**src/rtl/my_spi_pkg.sv**
```systemverilog
// Shared widths and debug-probe bit positions for the my_spi SPI receiver.
package my_spi_pkg;

    localparam int BYTE_W   = 8;
    localparam int BITCNT_W = 3;

    // Bit positions inside the probe bus
    localparam int PRB_CS      = 7;
    localparam int PRB_SCK     = 6;
    localparam int PRB_MOSI    = 5;
    localparam int PRB_INFRAME = 4;
    localparam int PRB_RSVD    = 3;
    localparam int PRB_CNT_HI  = 2;
    localparam int PRB_CNT_LO  = 0;

endpackage

```
**src/rtl/my_spi_sync.sv**
```systemverilog
// N-stage single-bit synchronizer with a configurable reset (idle) value.
module my_spi_sync #(
    parameter int   N       = 2,
    parameter logic RST_VAL = 1'b0
) (
    input  logic sysclk,
    input  logic reset,
    input  logic d,
    output logic q
);

    logic [N-1:0] ff;

    always_ff @(posedge sysclk) begin
        if (reset) ff <= {N{RST_VAL}};
        else       ff <= {ff[N-2:0], d};
    end

    assign q = ff[N-1];

endmodule

```
**src/rtl/my_spi.sv**
```systemverilog
// SPI slave receiver: oversampled by sysclk, one oRxReady pulse per byte.
// Optional debug bus enabled with macro MY_SPI_PROBE_EN.
module my_spi
    import my_spi_pkg::*;
#(
    parameter int SYNC_STAGES = 2,
    parameter int CPOL        = 0,
    parameter int CPHA        = 0,
    parameter int MSB_FIRST   = 1
) (
    input  logic              sysclk,
    input  logic              reset,
    input  logic              iSPIClk,
    input  logic              iSPIMOSI,
    input  logic              iSPICS,
    output logic [BYTE_W-1:0] oRx,
    output logic              oRxReady,
    output logic [7:0]        probe
);

    localparam logic SCK_IDLE = (CPOL != 0);

    logic sck_s, mosi_s, cs_s;
    logic sck_q;
    logic sample_edge;
    logic [BYTE_W-1:0]   shreg;
    logic [BYTE_W-1:0]   next_byte;
    logic [BITCNT_W-1:0] bit_cnt;

    my_spi_sync #(.N(SYNC_STAGES), .RST_VAL(SCK_IDLE)) u_sync_sck (
        .sysclk(sysclk), .reset(reset), .d(iSPIClk),  .q(sck_s)
    );
    my_spi_sync #(.N(SYNC_STAGES), .RST_VAL(1'b0)) u_sync_mosi (
        .sysclk(sysclk), .reset(reset), .d(iSPIMOSI), .q(mosi_s)
    );
    my_spi_sync #(.N(SYNC_STAGES), .RST_VAL(1'b1)) u_sync_cs (
        .sysclk(sysclk), .reset(reset), .d(iSPICS),   .q(cs_s)
    );

    // Modes 0 and 3 sample on the rising SCK edge, modes 1 and 2 on the falling
    always_comb begin
        if (CPOL == CPHA) sample_edge = sck_s & ~sck_q;
        else              sample_edge = ~sck_s & sck_q;
    end

    always_comb begin
        if (MSB_FIRST != 0) next_byte = {shreg[BYTE_W-2:0], mosi_s};
        else                next_byte = {mosi_s, shreg[BYTE_W-1:1]};
    end

    // CS high takes precedence over a coincident sample edge
    always_ff @(posedge sysclk) begin
        if (reset) begin
            sck_q    <= SCK_IDLE;
            shreg    <= '0;
            bit_cnt  <= '0;
            oRx      <= '0;
            oRxReady <= 1'b0;
        end else begin
            sck_q    <= sck_s;
            oRxReady <= 1'b0;
            if (cs_s) begin
                shreg   <= '0;
                bit_cnt <= '0;
            end else if (sample_edge) begin
                shreg   <= next_byte;
                bit_cnt <= bit_cnt + BITCNT_W'(1);
                if (bit_cnt == BITCNT_W'(BYTE_W - 1)) begin
                    oRx      <= next_byte;
                    oRxReady <= 1'b1;
                end
            end
        end
    end

`ifdef MY_SPI_PROBE_EN
    always_comb begin
        probe                        = '0;
        probe[PRB_CS]                = cs_s;
        probe[PRB_SCK]               = sck_s;
        probe[PRB_MOSI]              = mosi_s;
        probe[PRB_INFRAME]           = ~cs_s;
        probe[PRB_RSVD]              = 1'b0;
        probe[PRB_CNT_HI:PRB_CNT_LO] = bit_cnt;
    end
`else
    assign probe = '0;
`endif

endmodule

```
**config.mk**
```make
export PLATFORM = sky130hd
export DESIGN_NAME = my_spi
export DESIGN_NICKNAME = d
export VERILOG_FILES = /design/src/rtl/my_spi_pkg.sv /design/src/rtl/my_spi_sync.sv /design/src/rtl/my_spi.sv
export SDC_FILE = /design/constraint.sdc
export NUM_CORES = 1
export LEC_CHECK = 0
export CAP_MARGIN = 20
export CORE_MARGIN = 2
export CORE_UTILIZATION = 30
export CTS_CLUSTER_DIAMETER = 30
export CTS_CLUSTER_SIZE = 28
export DETAILED_ROUTE_END_ITERATION = 6
export HOLD_SLACK_MARGIN = 0.08
export PLACE_DENSITY = 0.58
export SLEW_MARGIN = 20
export SYNTH_ARGS = -nofsm -noshare
export SYNTH_HDL_FRONTEND = slang
export SYNTH_HIERARCHICAL = 1
export SYNTH_SLANG_ARGS = --single-unit
```
**constraint.sdc**
```tcl
create_clock -name sysclk -period 1.7 [get_ports sysclk]
set_clock_uncertainty 0.1 [all_clocks]
set_input_delay 0.34 -clock sysclk [delete_from_list [all_inputs] [get_ports sysclk]]
set_output_delay 0.34 -clock sysclk [all_outputs]
set_load 0.005 [all_outputs]
```
==> results.ini, run 1 <==
[run_status]
status = finished clean

[critical_path]
slowest_delay_ps = 500
startpoint_type = flip-flop
path_cells = clkdlybuf4s50_1
worst_path_max_delay_cell = clkdlybuf4s50_1
r2r_slack_ps = 260
arrival_ps = 1160
crit_type = flip-flop to output pin
r2r_end = oRx[2]
worst-path-max-fanout = 2
worst-path-buf-inv = 1
crit_end = oRx[0]
end_kind = output pin
ff2ff_path_depth = 5
critPathRequiredTime_ps = 1260
critPathTopFamily = buffers and inverters
worstReg2RegStart = bit_cnt[0]
startpoint = oRx[0]
worstSetupPathDepth = 1

[placement]
hpwl_um = 1110
place_inst = 164
gp_congestion = 0.717
dpl_cell_area_sq_um = 1140
io_buffers = 13

[global_route]
grt_use_total_pct = 9.22
grt_pass1_wl_um = 2530
overflow = 0
grt_pass1_vias = 594
antenna_found_initial = 0
grt_max_degree = 14

[sta]
max_freq_mhz = 624
finalSetupTns_ps = 0
hold_viol = 0
rsz0062_at_grt = no
fin_hold_ws_ps = 330
final-setup-viol-count = 0
fin_crit_sh_pct = 94.2
slew_violations = 0
fin_crit_ps = 1600

[floorplanning]
fp-row-count = 21
io_pins = 22
initial_core_util_pct = 30.7
die_area_sq_um = 3840
coreArea_sq_um = 3280
dieHeight_um = 62.0
die_width_um = 62.0

[clocking]
root_buffer = clkbuf_4
cts_buffer_depth = 2
post-cts-setup-buffer-count = 0
h-tree-depth = 1
hold_buffers = 0
clock_latency_ps = 310
cts.sinks = 26
cts-resized-gates = 0
cts_buffers = 3
cts_tree = built
clkTransAtPathRegs_ps = 130

[pwr]
irDropWorstVdd_v = 0.000363
power.leakage_uw = 0.000389
p_per_area_nw_per_um2 = 781

[logic_synthesis]
synth.top_cells.by_area = dfxtp_1 (52%), nand2_1 (13%), a21oi_2 (7.8%)
ys_ff_latch = 26
synth_top_cell_area_share_pct = 51.6
netlist_instances = 109
yosys.cell_types.count = 19
syn-cell-area_sq_um = 1010
synth_common_cells = nand2_1 (34), dfxtp_1 (26), a21oi_2 (9)
synth_edf_count = 0
syn_area_per_cell_sq_um = 9.25
synthArstFlopShare_pct = 0
ys_warn_count = 6
synth_top_cell_by_area = dfxtp_1
synth-main-ff-cell = dfxtp_1
synth_most_common_cell = nand2_1
yosysSeqAreaShare_pct = 51.6

[route]
wl_um = 1500
viasPerCell = 4.28
wl_per_cell_um = 9.00
first_pass_iters = 4
drcViolationCount = 0
drt_iter0_markers = 9
ant_nets = 0
vias = 714

[finish]
design_area_sq_um = 1160
drive_gt1_share_pct = 13.2
area_growth_syn_to_layout_pct = 14.9
diodes = 0
finalNonFillerCells = 167
final_util_pct = 35.3
layout.nets = 130

[worst_hold_path]
hp-class = flip-flop to flip-flop

[run]
cap_violations = 0

-- flip-flops by register name (all words and copies together) (netlist names) --
name and count:
u_sync_sck/ff 2, sck_q 1, u_sync_cs/ff 2, oRxReady 1
bit_cnt 3, oRx 8, u_sync_mosi/ff 2, shreg 7
-- power breakdown --
part | internal [uW] | switching, uW
Combinational | 17.6 | 21.1
Sequential | 617 | 3.15
Clock | 82.8 | 164
Total | 717 | 188
-- routing by layer --
layer,GRT usage (%),part of all wire [%],vias up
li1,-,-,354
met2,14.1,47,18
met4,6.38,2.2,0
met5,0,0,-
met1,11.2,47,338
met3,2.48,4.1,4
-- layout by cell type, fill, tap and decap left out, drive strengths merged --
master,n
a21oi,17
and2b,1
and4bb,1
buf,3
clkbuf,3
clkdlybuf4s50,13
conb,8
dfxtp,26
ha,2
nand2,34
nand2b,1
nand4bb,1
nor2,2
nor2b,5
or2,3
xnor2,1
-- metrics by stage --
step | setup slack (ps) | power, uW
5_1_grt | 19.5 | 955
2_1_floorplan | 389 | 672
4_1_cts | 70.7 | 923
6_report | 98.4 | 905
3_5_place_dp | 222 | 672
3_3_place_gp | 256 | 671
-- final cells by class --
class	count	area (sq um)
fillers	350	2130
flip-flops and latches	26	520
multi-input cells	76	405
repair buffers	16	153
well taps	46	57.6
clock buffers	3	22.5
-- cell families after synthesis --
group                    after synthesis  share of synthesized area, %
AO/OA/AOI/OAI                         17                          11.8
XOR/XNOR                               1                         0.869
adder cells (fa/ha/maj)                2                          2.48
buffers and inverters                 14                          10.8
flip-flops                            26                          51.6
other                                  1                         0.372
AND/OR/NAND/NOR                       48                          22.1
-- worst min-delay path by stage --
stage                     from              end  slack, ps  cells after the start
6_report       u_sync_cs/ff[0]  u_sync_cs/ff[1]        330                      1
5_1_grt        u_sync_cs/ff[0]  u_sync_cs/ff[1]        340                      1
4_1_cts        u_sync_cs/ff[0]  u_sync_cs/ff[1]        330                      1
3_5_place_dp   u_sync_cs/ff[0]  u_sync_cs/ff[1]        300                      1
3_3_place_gp   u_sync_cs/ff[0]  u_sync_cs/ff[1]        290                      1
2_1_floorplan  u_sync_cs/ff[0]  u_sync_cs/ff[1]        280                      1
Note: power is estimated with default switching activity, not from simulation.
==> run 2, diff against run 1 <==
--- a/config.mk
+++ b/config.mk
@@ -5,8 +5,8 @@
 export SDC_FILE = /design/constraint.sdc
 export NUM_CORES = 1
 export LEC_CHECK = 0
+export ABC_AREA = 1
 export CAP_MARGIN = 20
-export CORE_MARGIN = 2
 export CORE_UTILIZATION = 30
 export CTS_CLUSTER_DIAMETER = 30
 export CTS_CLUSTER_SIZE = 28
==> run 2 against run 1 <==
  * Critical path depth stayed put
  * Fmax is 0.10% lower
  * Hold slack worse by 15 ps
  * Final cell count is 9.6% higher
  * Sequential share of layout area is 0.61 points lower
  * Non-clock buffer count stayed put
  * Design area is 1.6% higher
  * Critical path type unchanged
  * Largest cell class unchanged
  * Largest power group unchanged
==> results.ini, run 2 <==
[pwr]
p_int_uw = 717  ; about the same
p_per_area_nw_per_um2 = 773  ; -1.1%
p_comb_share_pct = 4.9  ; +0.6 points
irDropWorstVdd_v = 0.000570  ; +57%
power.leakage_uw = 0.000481  ; +24%
swShare_pct = 21.2  ; +0.43 points
p_clk_share_pct = 27.0  ; -0.2 points
power.switching_uw = 193  ; +2.6%
pwr-share-seq_pct = 68.1  ; -0.4 points

[clocking]
root_buffer = clkbuf_4
cts.sinks = 26  ; unchanged
h-tree-depth = 1  ; unchanged
cts_tree = built
cts_buffer_depth = 2  ; unchanged
clock_latency_ps = 310  ; about the same
cts_buffers = 3  ; unchanged
hold_buffers = 0  ; unchanged
clkTransAtPathRegs_ps = 120  ; about the same

[sta]
hold_viol = 0  ; unchanged
fin_hold_ws_ps = 315  ; -15.2 ps
max_freq_mhz = 624  ; -0.10%
rsz0062_at_grt = no
slew_violations = 0  ; unchanged
fin_crit_sh_pct = 94.3  ; +0.098 points
finalSetupTns_ps = 0  ; unchanged
final-setup-viol-count = 0  ; unchanged
fin_crit_ps = 1600  ; +1.66 ps

[placement]
io_buffers = 13  ; unchanged
gp_congestion = 0.732  ; +2.1%
hpwl_um = 1170  ; +6.3%
dpl_cell_area_sq_um = 1150  ; +1.5%

[route]
wl_per_cell_um = 8.63  ; -4.1%
first_pass_iters = 4  ; unchanged
viasPerCell = 4.16  ; -2.7%
vias = 761  ; +6.6%
drt_iter0_markers = 33  ; +24
drcViolationCount = 0  ; unchanged
ant_nets = 0  ; unchanged
wl_um = 1580  ; +5.1%

[logic_synthesis]
synth_common_cells = nand2_1 (33), dfxtp_1 (26), nand3_1 (15)
synth.top_cells.by_area = dfxtp_1 (52%), nand2_1 (12%), nand3_1 (7.5%)
synth_top_cell_area_share_pct = 51.9  ; +0.26 points
synthArstFlopShare_pct = 0  ; unchanged
synth_top_cell_by_area = dfxtp_1
ys_ff_latch = 26  ; unchanged
syn_area_per_cell_sq_um = 8.09  ; -13%
yosysSeqAreaShare_pct = 51.9  ; +0.26 points
yosys.cell_types.count = 16  ; -3
netlist_instances = 124  ; +14%
synth_edf_count = 0  ; unchanged
ys_warn_count = 6  ; unchanged
synth-main-ff-cell = dfxtp_1
synth_most_common_cell = nand2_1
syn-cell-area_sq_um = 1000  ; -0.50%

[worst_hold_path]
hp-start = u_sync_mosi/ff[0]
hp-class = flip-flop to flip-flop

[critical_path]
slowest_delay_ps = 500  ; about the same
startpoint_type = flip-flop
critPathTopFamily = buffers and inverters
worst-path-buf-inv = 1  ; unchanged
startpoint = oRx[0]
crit_type = flip-flop to output pin
critPathRequiredTime_ps = 1260  ; about the same
arrival_ps = 1160  ; about the same
path_cells = clkdlybuf4s50_1
worst_path_max_delay_cell = clkdlybuf4s50_1
end_kind = output pin
worst-path-max-fanout = 2  ; unchanged
worstReg2RegStart = bit_cnt[0]

[global_route]
grt_pass1_wl_um = 2880  ; +14%
grt_pass1_vias = 666  ; +12%
antenna_found_initial = 0  ; unchanged
grt_max_degree = 16  ; +2
overflow = 0  ; unchanged
grt_use_total_pct = 10.6  ; +1.3 points

[finish]
largest_reg_flops = 8  ; unchanged
regMostFlops = oRx
diodes = 0  ; unchanged
drive_gt1_share_pct = 10.8  ; -2.4 points
area_growth_syn_to_layout_pct = 17.3
final_common_cell = nand2_1
layout.nets = 148  ; +14%
final_cell_mix = nand2_1 (33), dfxtp_1 (25), nand3_1 (15)
design_area_sq_um = 1180  ; +1.6%
nFillCells = 349  ; -0.29%
final_util_pct = 37.9  ; +2.7 points
reg.largest.list = oRx: 8 flops, shreg: 7 flops, bit_cnt: 3 flops

[floorplanning]
die_width_um = 59.8  ; -3.5%
die_area_sq_um = 3580  ; -6.8%
fp-row-count = 20  ; -4.8%
io_pins = 22  ; unchanged
dieHeight_um = 59.8  ; -3.5%
coreArea_sq_um = 3100  ; -5.5%
initial_core_util_pct = 32.3  ; +1.6 points

[run]
cap_violations = 0  ; unchanged

[run_status]
status = finished clean

-- run 2: cell types whose count changed after synthesis, moves of 2 or more --
cell	before	now
inv_1	0	12
nor2b_1	5	0
or2_1	2	0
inv_2	0	2
buf_6	3	1
a21oi_2	9	3
nand3_1	0	15
nor2_1	2	9
-- run 2: area by class of cell --
| class | count | area (sq um) | area share, % |
|---|---|---|---|
| sequential | 26 | 522 | 44.3 |
| timing repair buffer | 16 | 153 | 13.0 |
| multi-input combinational | 80 | 373 | 31.7 |
| inverter | 14 | 52.6 | 4.46 |
| tap | 44 | 55.1 | 4.68 |
| clock buffer | 3 | 22.5 | 1.91 |
-- run 2: final timing paths --
check	slack (ps)	cells past startpoint	endpoint
worst min register to register	310	2	u_sync_mosi/ff[1]
worst min-delay path	310	2	u_sync_mosi/ff[1]
worst max-delay path	100	1	oRx[0]
worst max register to register	240	7	oRx[0]
-- run 2: metal layers --
layer	GRT usage (%)	vias to the layer above	wire length (um)
met5	0	-	0
met3	4.76	0	112
met2	17.3	28	747
met1	13.2	336	720
met4	0.997	0	0
li1	-	397	-
-- run 2: stage by stage --
step	total power [uW]	instances	worst slack, ps
6_report	910	183	96.7
5_1_grt	965	183	16.0
4_1_cts	924	183	75.2
3_5_place_dp	678	180	193
3_3_place_gp	677	180	242
2_1_floorplan	674	131	449
-- run 2: what timing repair did --
item                                    CTS  global route
buffers inserted                          0             0
endpoints found under the setup margin    0             1
gates resized for setup                   0             1
-- run 2: logic make-up (layout without fill, tap and decap cells) --
logic type,Yosys count,count (layout),synth area share [%]
flip-flops,26,26,51.9
adder cells (fa/ha/maj),2,2,2.49
buffers and inverters,25,33,13.6
AO/OA/AOI/OAI,10,10,6.11
AND/OR/NAND/NOR,60,60,25.6
other,1,8,0.374
-- run 2: power by group through the flow --
stage	logic (uW)	registers, uW	clock network (uW)
final	44.4	620	246
after global routing	50.9	621	293
after CTS	44.9	620	259
after detailed placement	44.8	633	0
after global placement	43.8	633	0
after floorplan	41.3	633	0
-- run 2: worst register-to-register path: cells and delay by family (launching register included) --
kind,cells,cell delay (ps)
fa+ha+maj,2,330
buf+inv,1,40
flops,1,380
simple gates,4,540
==> run 3, diff against run 2 <==
--- a/config.mk
+++ b/config.mk
@@ -7,12 +7,12 @@
 export LEC_CHECK = 0
 export ABC_AREA = 1
 export CAP_MARGIN = 20
+export CORE_ASPECT_RATIO = 0.75
 export CORE_UTILIZATION = 30
 export CTS_CLUSTER_DIAMETER = 30
 export CTS_CLUSTER_SIZE = 28
 export DETAILED_ROUTE_END_ITERATION = 6
 export HOLD_SLACK_MARGIN = 0.08
-export PLACE_DENSITY = 0.58
 export SLEW_MARGIN = 20
 export SYNTH_ARGS = -nofsm -noshare
 export SYNTH_HDL_FRONTEND = slang
==> run 3 against run 2 <==
  * Register-to-register slack barely moved
  * Critical path type unchanged
  * Hold slack got worse by 7.0 ps
  * Clock power is 38% higher
==> results.ini, run 3 (synthesis gave the netlist of run 2 again) <==
[run_status]
status = finished clean

[placement]
io_buffers = 13  ; unchanged
hpwl_um = 1220  ; +3.9%
dpl_cell_area_sq_um = 1150  ; -0.65%
dpl_worst_slack_ps = 186  ; -6.96 ps
place_inst = 174  ; -3.3%
gp_congestion = 0.756  ; +3.3%

[finish]
final_util_pct = 38.8  ; +0.82 points
largest_reg_flops = 8  ; unchanged
final_cell_mix = nand2_1 (33), dfxtp_1 (26), nand3_1 (15)
diodes = 0  ; unchanged
reg.largest.list = oRx: 8 flops, shreg: 7 flops, bit_cnt: 3 flops
multi_input_area_sq_um = 373  ; unchanged
layout.area.seq_sq_um = 520  ; -0.24%
design_area_sq_um = 1190  ; +0.85%
drive_gt1_share_pct = 10.1  ; -0.72 points
finalNonFillerCells = 177  ; -3.3%
regMostFlops = oRx
nFillCells = 323  ; -7.4%
area_growth_syn_to_layout_pct = 18.3
final_common_cell = nand2_1
layout.nets = 148  ; unchanged

[sta]
setup_ws_ps = 134  ; +37.2 ps
hold_viol = 0  ; unchanged
finalSetupTns_ps = 0  ; unchanged
fin_crit_sh_pct = 92.1  ; -2.2 points
final-setup-viol-count = 0  ; unchanged
slew_violations = 0  ; unchanged
rsz0062_at_grt = no
max_freq_mhz = 639  ; +2.4%
fin_crit_ps = 1570  ; -37.2 ps

[critical_path]
worst_path_max_delay_cell = clkdlybuf4s50_1
slowest_delay_ps = 500  ; about the same
arrival_ps = 1130  ; -30 ps
ff2ff_path_depth = 7  ; unchanged
worst-path-buf-inv = 1  ; unchanged
startpoint_type = flip-flop
end_kind = output pin
worstSetupPathDepth = 1  ; unchanged
crit_type = flip-flop to output pin
path_cells = clkdlybuf4s50_1
worst-path-max-fanout = 2  ; unchanged
critPathRequiredTime_ps = 1260  ; about the same
critPathTopFamily = buffers and inverters

[global_route]
grt_pass1_vias = 661  ; -0.75%
overflow = 0  ; unchanged
grt_use_total_pct = 12.3  ; +1.7 points
antenna_found_initial = 0  ; unchanged
grt_pass1_wl_um = 3030  ; +5.3%
grt_max_degree = 16  ; unchanged

[route]
wl_per_cell_um = 10.3  ; +19%
first_pass_iters = 4  ; unchanged
viasPerCell = 4.25  ; +2.2%
ant_nets = 0  ; unchanged
drcViolationCount = 0  ; unchanged
wl_um = 1820  ; +15%
drt_iter0_markers = 8  ; -76%
vias = 752  ; -1.2%

[floorplanning]
die_area_sq_um = 3580  ; about the same
die_width_um = 68.8  ; +15%
fp-row-count = 17  ; -15%
io_pins = 22  ; unchanged
dieHeight_um = 52.1  ; -13%
coreArea_sq_um = 3060  ; -1.3%
initial_core_util_pct = 32.8  ; +0.42 points

[clocking]
cts-resized-gates = 0  ; unchanged
clock_latency_ps = 270  ; -40 ps
root_buffer = clkbuf_8
cts_buffer_depth = 2  ; unchanged
cts.sinks = 26  ; unchanged
hold_buffers = 0  ; unchanged
clkTransAtPathRegs_ps = 80  ; -40 ps
cts_buffers = 3  ; unchanged
post-cts-setup-buffer-count = 0  ; unchanged
h-tree-depth = 1  ; unchanged
cts_tree = built

[worst_hold_path]
hold_depth = 2  ; unchanged
hp-class = flip-flop to flip-flop

[pwr]
irDropWorstVdd_v = 0.000559  ; -2.1%
p_per_area_nw_per_um2 = 846  ; +9.5%
power.leakage_uw = 0.000488  ; +1.5%

[run]
cap_violations = 0  ; unchanged

[run 3: per-stage QoR]
step	total power (uW)	hold slack, ps
final	1000	308
after global routing	1060	323
after CTS	1020	312
after detailed placement	679	299
after global placement	678	291
after floorplan	674	287
[run 3: metal layers]
layer  up-vias  part of all wire (%)  track usage (%)
met3         4                   3.9             4.61
met1       332                    52             15.9
met5         -                     0                0
li1        397                     -                -
met4         0                   2.2             7.14
met2        19                    42             17.2
[run 3: power by group]
part / total, uW / leakage (uW) / switching [uW] / internal [uW]
Combinational: 45.4 / 0.000256 / 28.0 / 17.5
Sequential: 619 / 0.000211 / 3.17 / 616
Clock: 340 / 0.0000216 / 181 / 159
[run 3: final timing paths]
| kind | from | endpoint | slack (ps) |
|---|---|---|---|
| min reg2reg | u_sync_mosi/ff[0] | u_sync_mosi/ff[1] | 310 |
| max reg2reg | bit_cnt[0] | oRx[6] | 240 |
| min | u_sync_mosi/ff[0] | u_sync_mosi/ff[1] | 310 |
| max | oRx[0] | oRx[0] | 130 |
[run 3: layout make-up]
class,instances,area share (%)
clock buffer,3,3.48
multi-input combinational,80,31.4
inverter,14,4.43
tap,38,4.00
sequential,26,43.8
timing repair buffer,16,12.9
[run 3: worst min-delay path, delay by kind of cell, from the launching register on]
family	cells	cell delay, ps
flip-flops	1	300
AND/OR/NAND/NOR	1	30
buffers and inverters	1	40
